`config.mk`:
```
export PLATFORM = sky130hd
export DESIGN_NAME = param_fifo
export DESIGN_NICKNAME = d
export VERILOG_FILES = /design/src/rtl/fifo_pkg.sv /design/src/rtl/fifo_ptr.sv /design/src/rtl/param_fifo.sv
export SDC_FILE = /design/constraint.sdc
export NUM_CORES = 1
export LEC_CHECK = 0
export CAP_MARGIN = 0
export CORE_ASPECT_RATIO = 1.5
export CORE_MARGIN = 2
export CORE_UTILIZATION = 66
export DETAILED_ROUTE_END_ITERATION = 10
export GPL_TIMING_DRIVEN = 0
export HOLD_SLACK_MARGIN = 0.12
export PLACE_DENSITY = 0.85
export SYNTH_ARGS = -nofsm -noshare
export SYNTH_HDL_FRONTEND = slang
export SYNTH_HIERARCHICAL = 1
export SYNTH_SLANG_ARGS = --single-unit
```
`constraint.sdc`:
```
create_clock -name clk -period 5.34 [get_ports clk]
set_input_delay 1.602 -clock clk [delete_from_list [all_inputs] [get_ports clk]]
set_output_delay 1.602 -clock clk [all_outputs]
set_load 0.01 [all_outputs]
```
`src/rtl/fifo_pkg.sv`:
```
// Shared FIFO helpers: depth derivation and threshold sanity check.
// Reused by every FIFO variant so the parameter rules stay in one place.
package fifo_pkg;

  function automatic int fifo_depth(input int addr_w);
    return 1 << addr_w;
  endfunction

  function automatic bit fifo_th_ok(input int aempty_th, input int afull_th, input int depth);
    return (aempty_th >= 0) && (aempty_th < afull_th) && (afull_th <= depth);
  endfunction

endpackage

```
`src/rtl/fifo_ptr.sv`:
```
// Wrap-bit pointer register: increments on i_inc, cleared by i_clr or rst.
// Clear wins over increment so a flush cycle never advances the pointer.
module fifo_ptr #(
  parameter int W = 6
) (
  input  logic         clk,
  input  logic         rst,
  input  logic         i_clr,
  input  logic         i_inc,
  output logic [W-1:0] o_ptr
);

  logic [W-1:0] r_ptr;

  always_ff @(posedge clk or posedge rst) begin
    if (rst) begin
      r_ptr <= '0;
    end else if (i_clr) begin
      r_ptr <= '0;
    end else if (i_inc) begin
      r_ptr <= r_ptr + W'(1);
    end
  end

  assign o_ptr = r_ptr;

endmodule

```
`src/rtl/param_fifo.sv`:
```
// Parametrised single-clock FIFO with thresholds, sticky errors, flush and
// selectable registered / first-word-fall-through read data.
module param_fifo
  import fifo_pkg::*;
#(
  parameter int DATA_W    = 8,
  parameter int ADDR_W    = 5,
  parameter int AFULL_TH  = fifo_depth(ADDR_W) - 4,
  parameter int AEMPTY_TH = 4,
  parameter bit FWFT      = 1'b0
) (
  input  logic              clk,
  input  logic              rst,
  input  logic              flush,
  input  logic              wr_en,
  input  logic [DATA_W-1:0] wdata,
  input  logic              rd_en,
  output logic [DATA_W-1:0] rdata,
  output logic              full,
  output logic              empty,
  output logic              almost_full,
  output logic              almost_empty,
  output logic [ADDR_W:0]   count,
  output logic              overflow,
  output logic              underflow
);

  localparam int DEPTH = fifo_depth(ADDR_W);
  localparam logic [ADDR_W:0] AF_TH = AFULL_TH[ADDR_W:0];
  localparam logic [ADDR_W:0] AE_TH = AEMPTY_TH[ADDR_W:0];

  if (!fifo_th_ok(AEMPTY_TH, AFULL_TH, DEPTH)) begin : g_bad_th
    $error("param_fifo: thresholds must satisfy 0 <= AEMPTY_TH < AFULL_TH <= DEPTH");
  end

  logic [ADDR_W:0]   w_wr_ptr;
  logic [ADDR_W:0]   w_rd_ptr;
  logic [ADDR_W-1:0] w_wr_addr;
  logic [ADDR_W-1:0] w_rd_addr;
  logic              w_full;
  logic              w_empty;
  logic              w_wr_acc;
  logic              w_rd_acc;
  logic [DATA_W-1:0] r_mem [DEPTH];
  logic              r_overflow;
  logic              r_underflow;

  assign w_wr_addr = w_wr_ptr[ADDR_W-1:0];
  assign w_rd_addr = w_rd_ptr[ADDR_W-1:0];
  assign w_empty   = (w_wr_ptr == w_rd_ptr);
  assign w_full    = (w_wr_addr == w_rd_addr) && (w_wr_ptr[ADDR_W] != w_rd_ptr[ADDR_W]);
  assign w_wr_acc  = wr_en & ~w_full;
  assign w_rd_acc  = rd_en & ~w_empty;

  fifo_ptr #(.W(ADDR_W + 1)) u_wr_ptr (
    .clk   (clk),
    .rst   (rst),
    .i_clr (flush),
    .i_inc (w_wr_acc),
    .o_ptr (w_wr_ptr)
  );

  fifo_ptr #(.W(ADDR_W + 1)) u_rd_ptr (
    .clk   (clk),
    .rst   (rst),
    .i_clr (flush),
    .i_inc (w_rd_acc),
    .o_ptr (w_rd_ptr)
  );

  // Storage is deliberately unreset; contents are only meaningful once written.
  always_ff @(posedge clk) begin
    if (w_wr_acc && !flush) begin
      r_mem[w_wr_addr] <= wdata;
    end
  end

  always_ff @(posedge clk or posedge rst) begin
    if (rst) begin
      r_overflow  <= 1'b0;
      r_underflow <= 1'b0;
    end else if (flush) begin
      r_overflow  <= 1'b0;
      r_underflow <= 1'b0;
    end else begin
      if (wr_en && w_full) begin
        r_overflow <= 1'b1;
      end
      if (rd_en && w_empty) begin
        r_underflow <= 1'b1;
      end
    end
  end

  if (FWFT) begin : g_fwft
    assign rdata = r_mem[w_rd_addr];
  end else begin : g_reg_rd
    logic [DATA_W-1:0] r_rdata;

    // Flush leaves the last popped word in place.
    always_ff @(posedge clk or posedge rst) begin
      if (rst) begin
        r_rdata <= '0;
      end else if (w_rd_acc && !flush) begin
        r_rdata <= r_mem[w_rd_addr];
      end
    end

    assign rdata = r_rdata;
  end

  // Pointer difference is the occupancy; wrap bit makes it exact at DEPTH.
  assign count        = w_wr_ptr - w_rd_ptr;
  assign full         = w_full;
  assign empty        = w_empty;
  assign almost_full  = (count >= AF_TH);
  assign almost_empty = (count <= AE_TH);
  assign overflow     = r_overflow;
  assign underflow    = r_underflow;

endmodule

```
==> impl_table.tex <==
\begin{tabular}{lr}
\hline
Metric & Value \\
\hline
\multicolumn{2}{l}{\textbf{STA}} \\
Fin crit period & about 5 ns \\
Final number of setup-violating endpoints & 0 \\
Tightest hold margin & about 0.5 ns \\
Worst slew pin tran & 1.40 ns \\
Fmax & 195 MHz \\
Final hold violations & 0 \\
Worst Skew & 0.0255 ns \\
Final Max Slew Viols & 0 \\
Period Utilization, post-route & 0.960 \\
Max-slew headroom at the worst pin & 0.0645 \\
Unrepaired setup endpoints after global routing & false \\
Post-route setup TNS & 0 ns \\
\multicolumn{2}{l}{\textbf{Status}} \\
Result of the run & finished, violations left \\
Violations in the final reports & design-rule violations \\
\multicolumn{2}{l}{\textbf{Setup path}} \\
Largest driver fanout on the critical path & 19 \\
Count of buffering cells on the critical path with inverters included & 3 \\
Largest stage delay on the critical path & 0.62 ns \\
Top cell family by delay on the critical path & buffers and inverters \\
Chain of cells forming the critical path & buf\_4, inv\_1, ha\_1, a21boi\_0, or4\_1, nand3\_1, a2111oi\_1, clkdlybuf4s50\_1 \\
Crit-path slowest cell & sky130\_fd\_sc\_hd\_\_clkdlybuf4s50\_1 \\
Startpoint class of the critical path & register \\
Data arrival time at the worst-slack endpoint & $\sim$3.5 ns \\
Type of element capturing the critical path & output pin \\
Crit path kind & reg -> out \\
Worst Path Required & 3.74 ns \\
\multicolumn{2}{l}{\textbf{Die}} \\
Std-Cell Rows & 58 \\
Height of the die & around 160 um \\
Width of the die & 111 um \\
Number of placed I/O pins & 33 \\
Die Area & 0.0182 sq mm \\
Initial cell density of the core & 0.672 \\
CORE AREA & roughly 0.017 sq mm \\
\multicolumn{2}{l}{\textbf{Logic synthesis}} \\
Number of synthesized register bits & 278 \\
Mapped Cells & 637 \\
Count of cell types in the netlist & 43 \\
Number of synthesis warnings & 6 \\
Synth Area per Inst & around 18 sq um \\
Synth async-reset ratio & 0.0791 \\
Number of synthesized flops with an enable pin & 256 \\
Most frequently used flop master after synthesis & sky130\_fd\_sc\_hd\_\_edfxtp\_1 \\
Post-Syn Area & between 0.01 and 0.015 sq mm \\
Sequential element share of the synthesized area & 0.731 \\
Post-synth net total & about 660 \\
\multicolumn{2}{l}{\textbf{Detailed routing}} \\
Wirelength, routed & 27200 um \\
Routed len/inst & 29.6 um \\
Via Count & 6501 \\
Post-route ant nets & 0 \\
Residual DRC count & 1 \\
Length of the first detailed-routing pass in iterations & 11 \\
Violation count after the first detailed-route iteration & between 700 and 800 \\
Post-DR vias/cell & 7.08 \\
\multicolumn{2}{l}{\textbf{Cells and area}} \\
Signed area change from the synthesized netlist to the final layout & 12.1\% \\
Combined area of the multi-input logic cells & 0.00281 sq mm \\
Layout Cell Area excl Fill & 0.0126 sq mm \\
Register area & 0.00824 sq mm \\
Antenna Diode Count & 0 \\
Final net count & 713 \\
Ratio of cells with drive above 1 in the final layout & 0.154 \\
Filler instances & 888 \\
\multicolumn{2}{l}{\textbf{Power}} \\
Power per standard cell area & 397 mW/mm\^{}2 \\
Worst vdd ir & 382 uV \\
Leakage & 4.07 nW \\
\multicolumn{2}{l}{\textbf{Global routing}} \\
Number of global-route vias before repair & 6566 \\
Overall fraction of global-route tracks in use & 0.307 \\
Pin count of the biggest net entering global routing & 33 \\
Global route overflow & 0 \\
Wire length of the first global-routing pass & 40700 um \\
Antenna violations before repair & 0 \\
\multicolumn{2}{l}{\textbf{Worst hold path}} \\
Worst min-delay path class & reg -> reg \\
\multicolumn{2}{l}{\textbf{Placed design}} \\
Routability-driven placement congestion ratio & 0.907 \\
Buffers on Ports & 32 \\
DPL Wire Length & 16900 um \\
Total placed instance area & 0.0118 sq mm \\
\multicolumn{2}{l}{\textbf{Clock network}} \\
CTS tree & yes \\
Hold\_buf cts & 0 \\
Longest Clk Path Bufs & 3 \\
Maximum level of the CTS H-tree & 1 \\
Worst skew pair latency & 0.53 ns \\
Number of sinks driven by the clock tree & approximately 280 \\
Clock slew at reported path FFs & 0.06 ns \\
Clock root buffer master & sky130\_fd\_sc\_hd\_\_clkbuf\_16 \\
Number of buffers added by the clock tree synthesis step & 24 \\
\multicolumn{2}{l}{\textbf{Run}} \\
Maximum capacitance violations & 0 \\
\hline
\end{tabular}
==> placed cells by master, fill, tap and decap left out, drive strengths merged, types with 2 or more instances in the layout <==
cell	instances
bufinv	3
or3	2
a31oi	5
o32ai	5
mux2i	18
a22oi	11
nand4	5
clkinv	6
a2111oi	9
nand2	20
xnor2	4
inv	12
mux4	51
edfxtp	256
nor2b	14
xor2	7
clkinvlp	2
clkdlybuf4s50	32
o211ai	4
ha	7
a221oi	3
dfrtp	22
and2	7
nor3	4
clkbuf	38
nor3b	2
a21oi	26
buf	21
o21ai	4
a211oi	5
nor2	69
nand3	21
and3	2
mux2	3
or2	3
==> flip-flops by register name, indices dropped and copies added (netlist names) <==
name / cells
r_mem: 256
u_rd_ptr/o_ptr: 6
underflow: 1
overflow: 1
u_wr_ptr/o_ptr: 6
rdata: 8
==> final cells by class <==
type                    instances  share of cell area
repair buffers                 33              0.0259
well taps                     210              0.0208
inverters                      14             0.00485
clock buffers                  33              0.0519
clock inverters                 9             0.00931
multi-input cells             316               0.222
plain buffers                  25              0.0129
flip-flops and latches        278               0.652
==> path summary, 6_finish.rpt <==
kind | start | to | slack, ns | cells after the start
max in group asynchronous | rst | rdata[5] | 3.59 | 2
min | overflow | overflow | 0.49 | 2
min reg2reg | overflow | overflow | 0.49 | 2
min in group asynchronous | rst | u_wr_ptr/o_ptr[4] | 1.38 | 2
max | u_rd_ptr/o_ptr[3] | almost_empty | 0.21 | 8
max reg2reg | u_rd_ptr/o_ptr[4] | r_mem[16][6] | 1.57 | 8
==> repair_timing <==
action,in CTS,in global routing
gates resized for setup,6,3
setup buffers,0,1
endpoints found under the setup margin,4,2
gates cloned,0,0
==> synthesized netlist by cell type, types with 2 or more instances <==
master,instances,share of area
sky130_fd_sc_hd__edfxtp_1,256,0.68
sky130_fd_sc_hd__nor2_1,69,0.023
sky130_fd_sc_hd__mux4_2,44,0.088
sky130_fd_sc_hd__a21oi_1,26,0.012
sky130_fd_sc_hd__dfrtp_1,22,0.049
sky130_fd_sc_hd__nand3_1,21,0.0093
sky130_fd_sc_hd__nand2_1,20,0.0067
sky130_fd_sc_hd__mux2i_1,18,0.016
sky130_fd_sc_hd__nor2b_1,14,0.0078
sky130_fd_sc_hd__inv_1,12,0.0040
sky130_fd_sc_hd__a22oi_1,11,0.0073
sky130_fd_sc_hd__buf_2,10,0.0044
sky130_fd_sc_hd__clkbuf_1,9,0.0030
sky130_fd_sc_hd__and2_1,7,0.0039
sky130_fd_sc_hd__ha_1,7,0.0078
sky130_fd_sc_hd__mux4_1,7,0.016
sky130_fd_sc_hd__xor2_1,7,0.0054
sky130_fd_sc_hd__a2111oi_0,6,0.0047
sky130_fd_sc_hd__buf_4,6,0.0040
sky130_fd_sc_hd__a211oi_1,5,0.0033
sky130_fd_sc_hd__a31oi_1,5,0.0028
sky130_fd_sc_hd__nand4_1,5,0.0028
sky130_fd_sc_hd__o32ai_1,5,0.0039
sky130_fd_sc_hd__nor3_1,4,0.0018
sky130_fd_sc_hd__o211ai_1,4,0.0027
sky130_fd_sc_hd__o21ai_0,4,0.0018
sky130_fd_sc_hd__xnor2_1,4,0.0031
sky130_fd_sc_hd__a2111oi_2,3,0.0040
sky130_fd_sc_hd__a221oi_1,3,0.0023
sky130_fd_sc_hd__mux2_2,3,0.0030
sky130_fd_sc_hd__or2_2,3,0.0017
sky130_fd_sc_hd__and3_1,2,0.0011
sky130_fd_sc_hd__buf_6,2,0.0020
sky130_fd_sc_hd__clkinv_1,2,0.00067
sky130_fd_sc_hd__nor3b_1,2,0.0013
sky130_fd_sc_hd__or3_1,2,0.0011
==> worst register-to-register path, delay by kind of cell, from the launching register on <==
| kind | cells | cell delay (ns) |
|---|---|---|
| and+or+nand+nor | 5 | 1.71 |
| DFF | 1 | 0.72 |
| buffers and inverters | 2 | 0.52 |
| adders and majority gates | 1 | 0.41 |
==> cells by family after synthesis <==
group                      count (synthesis)  synth area share
AOI/OAI and AO/OA                         74            0.0458
DFF                                      278             0.731
muxes                                     72             0.123
buffers and inverters                     43            0.0198
adders and majority gates                  8           0.00955
xor gates and xnor gates                  11           0.00855
and+or+nand+nor                          151            0.0619
==> per-layer routing <==
layer,up-vias,GRT usage,wire length (um)
met5,-,0,0
met4,0,0.177,1980
met3,141,0.0542,2430
met2,527,0.523,13600
met1,3191,0.375,9180
li1,2642,-,-
==> where the power goes <==
part | internal (mW) | switching (mW) | total [mW]
clock network | 1.00 | 0.730 | 1.73
logic | 0.396 | 0.429 | 0.825
registers | 2.42 | 0.0319 | 2.45
==> through the flow <==
step | power [mW] | util | setup WS [ns] | std cells
after global routing | 5.14 | 0.754 | 0.0233 | 918
after CTS | 5.01 | 0.753 | 0.00290 | 918
after global placement | 3.28 | 0.707 | -0.161 | 879
after floorplan | 2.98 | - | 0.801 | 637
final | 5.01 | 0.754 | 0.215 | 918
after detailed placement | 3.30 | 0.707 | -0.285 | 879
Note: power is estimated with default switching activity, not from simulation.
==> edit 1: new RTL, same settings <==
`DATA_W`: 8 -> 12.
--- a/src/rtl/param_fifo.sv
+++ b/src/rtl/param_fifo.sv
@@ -3,7 +3,7 @@
 module param_fifo
   import fifo_pkg::*;
 #(
-  parameter int DATA_W    = 8,
+  parameter int DATA_W    = 12,
   parameter int ADDR_W    = 5,
   parameter int AFULL_TH  = fifo_depth(ADDR_W) - 4,
   parameter int AEMPTY_TH = 4,
Ports: changed (resized rdata and wdata); port bits go from 33 to 41. The function was not compared with the original's and may differ.
==> edit 1 against the unedited design <==
  * Worst setup slack got worse by 0.061 ns
  * Global-route usage fell by 1.2 points
  * Register-to-register slack got worse by 0.50 ns
  * Sequential cell count rose by 132
  * Power rose by 46%
  * Synthesized area rose by 44%
  * Wire length rose by 36%
  * Final area rose by 44%
==> edit 1: results (changes against the unedited design) <==
metric,value,unit,change
Slew Limit Headroom,0.0373,,-0.0273
1st-iter DRT viols,855,,+7.1%
Pint,5.54,mW,+45%
worst slack at placement,-0.207,ns,+0.0775 ns
H-tree levels,2,,+1
reg-to-reg endpoint,r_mem[17][10]$_DFFE_PP_,,
GPL Wtd Cong,0.884,,-2.6%
static leakage,5.85,nW,+44%
fraction of registers with async set/reset,0.0634,,-0.0157
Post-synth EDFFs,384,,+50%
first-pass GRT wire length,55400,um,+36%
number of global-route vias before repair,9031,,+38%
cts repair resizes,7,,+1
Area contributors post-synth,"edfxtp_1 (71%), mux4_2 (12%), dfrtp_1 (4.0%)",,
critical path launch point,u_rd_ptr/o_ptr[4]$_DFFE_PP0P_,,
Worst R2R Path Depth,9,,+1
peak supply drop,0.315,mV,-18%
dpl cell area,17000,um2,+44%
Total Nets Final,959,,+35%
fill count,1299,,+46%
Avg WL per Cell,28.8,um,-2.8%
post-CTS setup buffers,1,,+1
DP Wirelength,23200,um,+38%
total number of vias,8709,,+34%
DR pass1 iterations,6,,-5
Syn Nets,882,,+34%
clock skew,0.0138,ns,-0.0117 ns
share of layout cells above drive strength 1,0.194,,+0.0398
outcome,"complete, no violations",,
fin crit period,5.19,ns,+0.0606 ns
Worst Path Arrival,3.58,ns,+0.06 ns
[edit 1: cell count changes after synthesis, moves of 6 or more]
cell	change
o31ai_1	+6
nand2_1	+35
mux4_2	+40
nand3_1	+9
nor2b_1	-11
edfxtp_1	+128
mux2_2	+9
mux2i_1	+8
o22ai_1	+17
mux4_1	-7
and2_1	-6
buf_6	+8
a22oi_1	-11
a221o_1	+6
[edit 1: area by class of cell]
| type | instances | share of cell area |
|---|---|---|
| repair buffers | 43 | 0.0236 |
| inverters | 14 | 0.00310 |
| clock buffers | 45 | 0.0542 |
| flip-flops and latches | 410 | 0.670 |
| plain buffers | 33 | 0.0124 |
| well taps | 324 | 0.0223 |
| multi-input cells | 396 | 0.206 |
| clock inverters | 19 | 0.00798 |
[edit 1: worst min path at each step]
stage / endpoint / startpoint / cells after the start / slack (ns)
floorplan: rdata[11]$_DFFE_PP0P_ / rdata[11]$_DFFE_PP0P_ / 2 / 0.51
global placement: overflow$_DFFE_PP0P_ / overflow$_DFFE_PP0P_ / 2 / 0.48
detailed placement: rdata[2]$_DFFE_PP0P_ / rdata[2]$_DFFE_PP0P_ / 2 / 0.48
CTS: rdata[2]$_DFFE_PP0P_ / rdata[2]$_DFFE_PP0P_ / 2 / 0.49
global route: rdata[4]$_DFFE_PP0P_ / rdata[4]$_DFFE_PP0P_ / 2 / 0.52
finish: rdata[2]$_DFFE_PP0P_ / rdata[2]$_DFFE_PP0P_ / 2 / 0.50
[edit 1: cells by family after synthesis]
group / Yosys count / synth area share
DFF: 410 / 0.751
buffers and inverters: 51 / 0.0177
muxes: 122 / 0.141
xor gates and xnor gates: 11 / 0.00594
and+or+nand+nor: 182 / 0.0484
AOI/OAI and AO/OA: 73 / 0.0291
adders and majority gates: 8 / 0.00664
[edit 1: layer usage]
layer / vias up / wire length (um) / track usage
met4: 0 / 2310 / 0.180
li1: 3593 / - / -
met5: - / 0 / 0
met2: 554 / 19200 / 0.501
met3: 172 / 2910 / 0.0496
met1: 4390 / 12600 / 0.356
[edit 1: power by group through the flow]
stage | clock [mW] | sequential (mW) | combinational [mW]
6_report | 2.55 | 3.63 | 1.11
5_1_grt | 2.66 | 3.64 | 1.18
4_1_cts | 2.55 | 3.63 | 1.11
3_5_place_dp | 0 | 3.70 | 1.09
3_3_place_gp | 0 | 3.70 | 1.07
2_1_floorplan | 0 | 3.69 | 0.686
[edit 1: per-stage QoR]
step,hold WS (ns),std cells
floorplan,0.511,857
finish,0.495,1284
CTS,0.494,1283
detailed placement,0.481,1221
global placement,0.477,1221
global route,0.524,1284
[edit 1: worst register-to-register path: cells and delay by family (launching register included)]
family                     cells  cell delay, ns
adders and majority gates      1            0.41
and+or+nand+nor                5            2.00
buffers and inverters          3            0.92
DFF                            1            0.54
==> edit 2: new RTL, same settings <==
Made on the original files. Put a register stage on the output `count`, with the module's reset. The value now appears one clock later. The other outputs are not delayed to match.
--- a/src/rtl/param_fifo.sv
+++ b/src/rtl/param_fifo.sv
@@ -28,6 +28,8 @@
   localparam int DEPTH = fifo_depth(ADDR_W);
   localparam logic [ADDR_W:0] AF_TH = AFULL_TH[ADDR_W:0];
   localparam logic [ADDR_W:0] AE_TH = AEMPTY_TH[ADDR_W:0];
+
+  logic [ADDR_W:0] count_d;
 
   if (!fifo_th_ok(AEMPTY_TH, AFULL_TH, DEPTH)) begin : g_bad_th
     $error("param_fifo: thresholds must satisfy 0 <= AEMPTY_TH < AFULL_TH <= DEPTH");
@@ -110,13 +112,21 @@
   end
 
   // Pointer difference is the occupancy; wrap bit makes it exact at DEPTH.
-  assign count        = w_wr_ptr - w_rd_ptr;
+  assign count_d      = w_wr_ptr - w_rd_ptr;
   assign full         = w_full;
   assign empty        = w_empty;
-  assign almost_full  = (count >= AF_TH);
-  assign almost_empty = (count <= AE_TH);
+  assign almost_full  = (count_d >= AF_TH);
+  assign almost_empty = (count_d <= AE_TH);
   assign overflow     = r_overflow;
   assign underflow    = r_underflow;
 
+  always_ff @(posedge clk or posedge rst) begin
+    if (rst) begin
+      count <= '0;
+    end else begin
+      count <= count_d;
+    end
+  end
+
 endmodule
 
Function: changed (Yosys sat finds a counterexample within 4 cycles, from zero or initial values and one cycle with rst high).
==> edit 2 against the unedited design <==
  * Worst setup slack got worse by 0.090 ns
  * Synthesized area up 0.83%
  * Wire length down 8.6%
  * Critical endpoint unchanged
  * Power is 2.0% higher
  * Sequential share of layout area up 0.68 points
  * Final area increased by 0.79%
  * Sequential cell count grew 6
  * Die area increased by 0.81%
==> edit 2: results (changes against the unedited design) <==
metric,value,unit,change
fin crit period,5.22,ns,+0.0900 ns
reg-to-reg endpoint,r_mem[17][1]$_DFFE_PP_,,
synth cell count leaders,"edfxtp_1 (256), nor2_1 (68), mux4_2 (54), nand2_1 (51), dfrtp_1 (28)",,
first-pass GRT wire length,38000,um,-6.7%
Worst Path Arrival,3.61,ns,+0.09 ns
peak supply drop,0.451,mV,+18%
total number of vias,6077,,-6.5%
fill count,931,,+4.8%
Syn Nets,663,,+0.76%
cell count after synthesis,642,,+0.78%
Sw Ratio,0.239,,+0.000949
CP Max Fanout,10,,-9
drt via density,6.58,,-7.1%
fraction of registers with async set/reset,0.0986,,+0.0195
Min Hold Slack,0.514,ns,+0.0199 ns
worst slack at placement,0.383,ns,+0.668 ns
global-route usage over all layers,0.280,,-0.0270
DP Wirelength,16700,um,-0.81%
global routing usage on met2,0.511,,-0.0120
Yosys cell types,42,,-2.3%
metal2 WL,13200,um,-2.7%
met1 Track Usage GR,0.351,,-0.0244
GPL Wtd Cong,0.965,,+6.4%
clock skew,0.00957,ns,-0.0159 ns
Pint,3.89,mW,+1.9%
routed wl met3,1770,um,-27%
internal reg-to-reg setup slack,1.90,ns,+0.33 ns
Slew @ Worst Pin,1.28,ns,-0.122 ns
"CP delay by family, top",compound AO/OA/AOI/OAI gates,,
dpl cells,884,,+0.57%
dpl cell area,11900,um2,+0.79%
outcome,"complete, no violations",,
static leakage,4.18,nW,+2.5%
critical path launch point,u_rd_ptr/o_ptr[1]$_DFFE_PP0P_,,
Area contributors post-synth,"edfxtp_1 (68%), mux4_2 (11%), dfrtp_1 (6.2%)",,
Worst R2R Path Depth,9,,+1
==> edit 2: cell types whose count changed after synthesis, sizes merged, moves of 6 or more <==
cell	change
a22oi	-11
nor2b	-7
nand2	+31
dfrtp	+6
a2111oi	-8
and2	-6
a21oi	-15
mux2	+9
o22ai	+11
==> edit 2: area by class of cell <==
class | instances | area share
Clock buffer | 30 | 0.0506
Buffer | 24 | 0.0115
Tap cell | 210 | 0.0206
Multi-Input combinational cell | 316 | 0.217
Inverter | 15 | 0.00442
Clock inverter | 13 | 0.0120
Timing Repair Buffer | 32 | 0.0252
Sequential cell | 284 | 0.659
==> edit 2: logic make-up after synthesis <==
group | Yosys count | share of synthesized area
DFF | 284 | 0.738
and+or+nand+nor | 164 | 0.0621
adders and majority gates | 8 | 0.00947
muxes | 82 | 0.133
xor gates and xnor gates | 11 | 0.00848
buffers and inverters | 42 | 0.0186
AOI/OAI and AO/OA | 51 | 0.0299
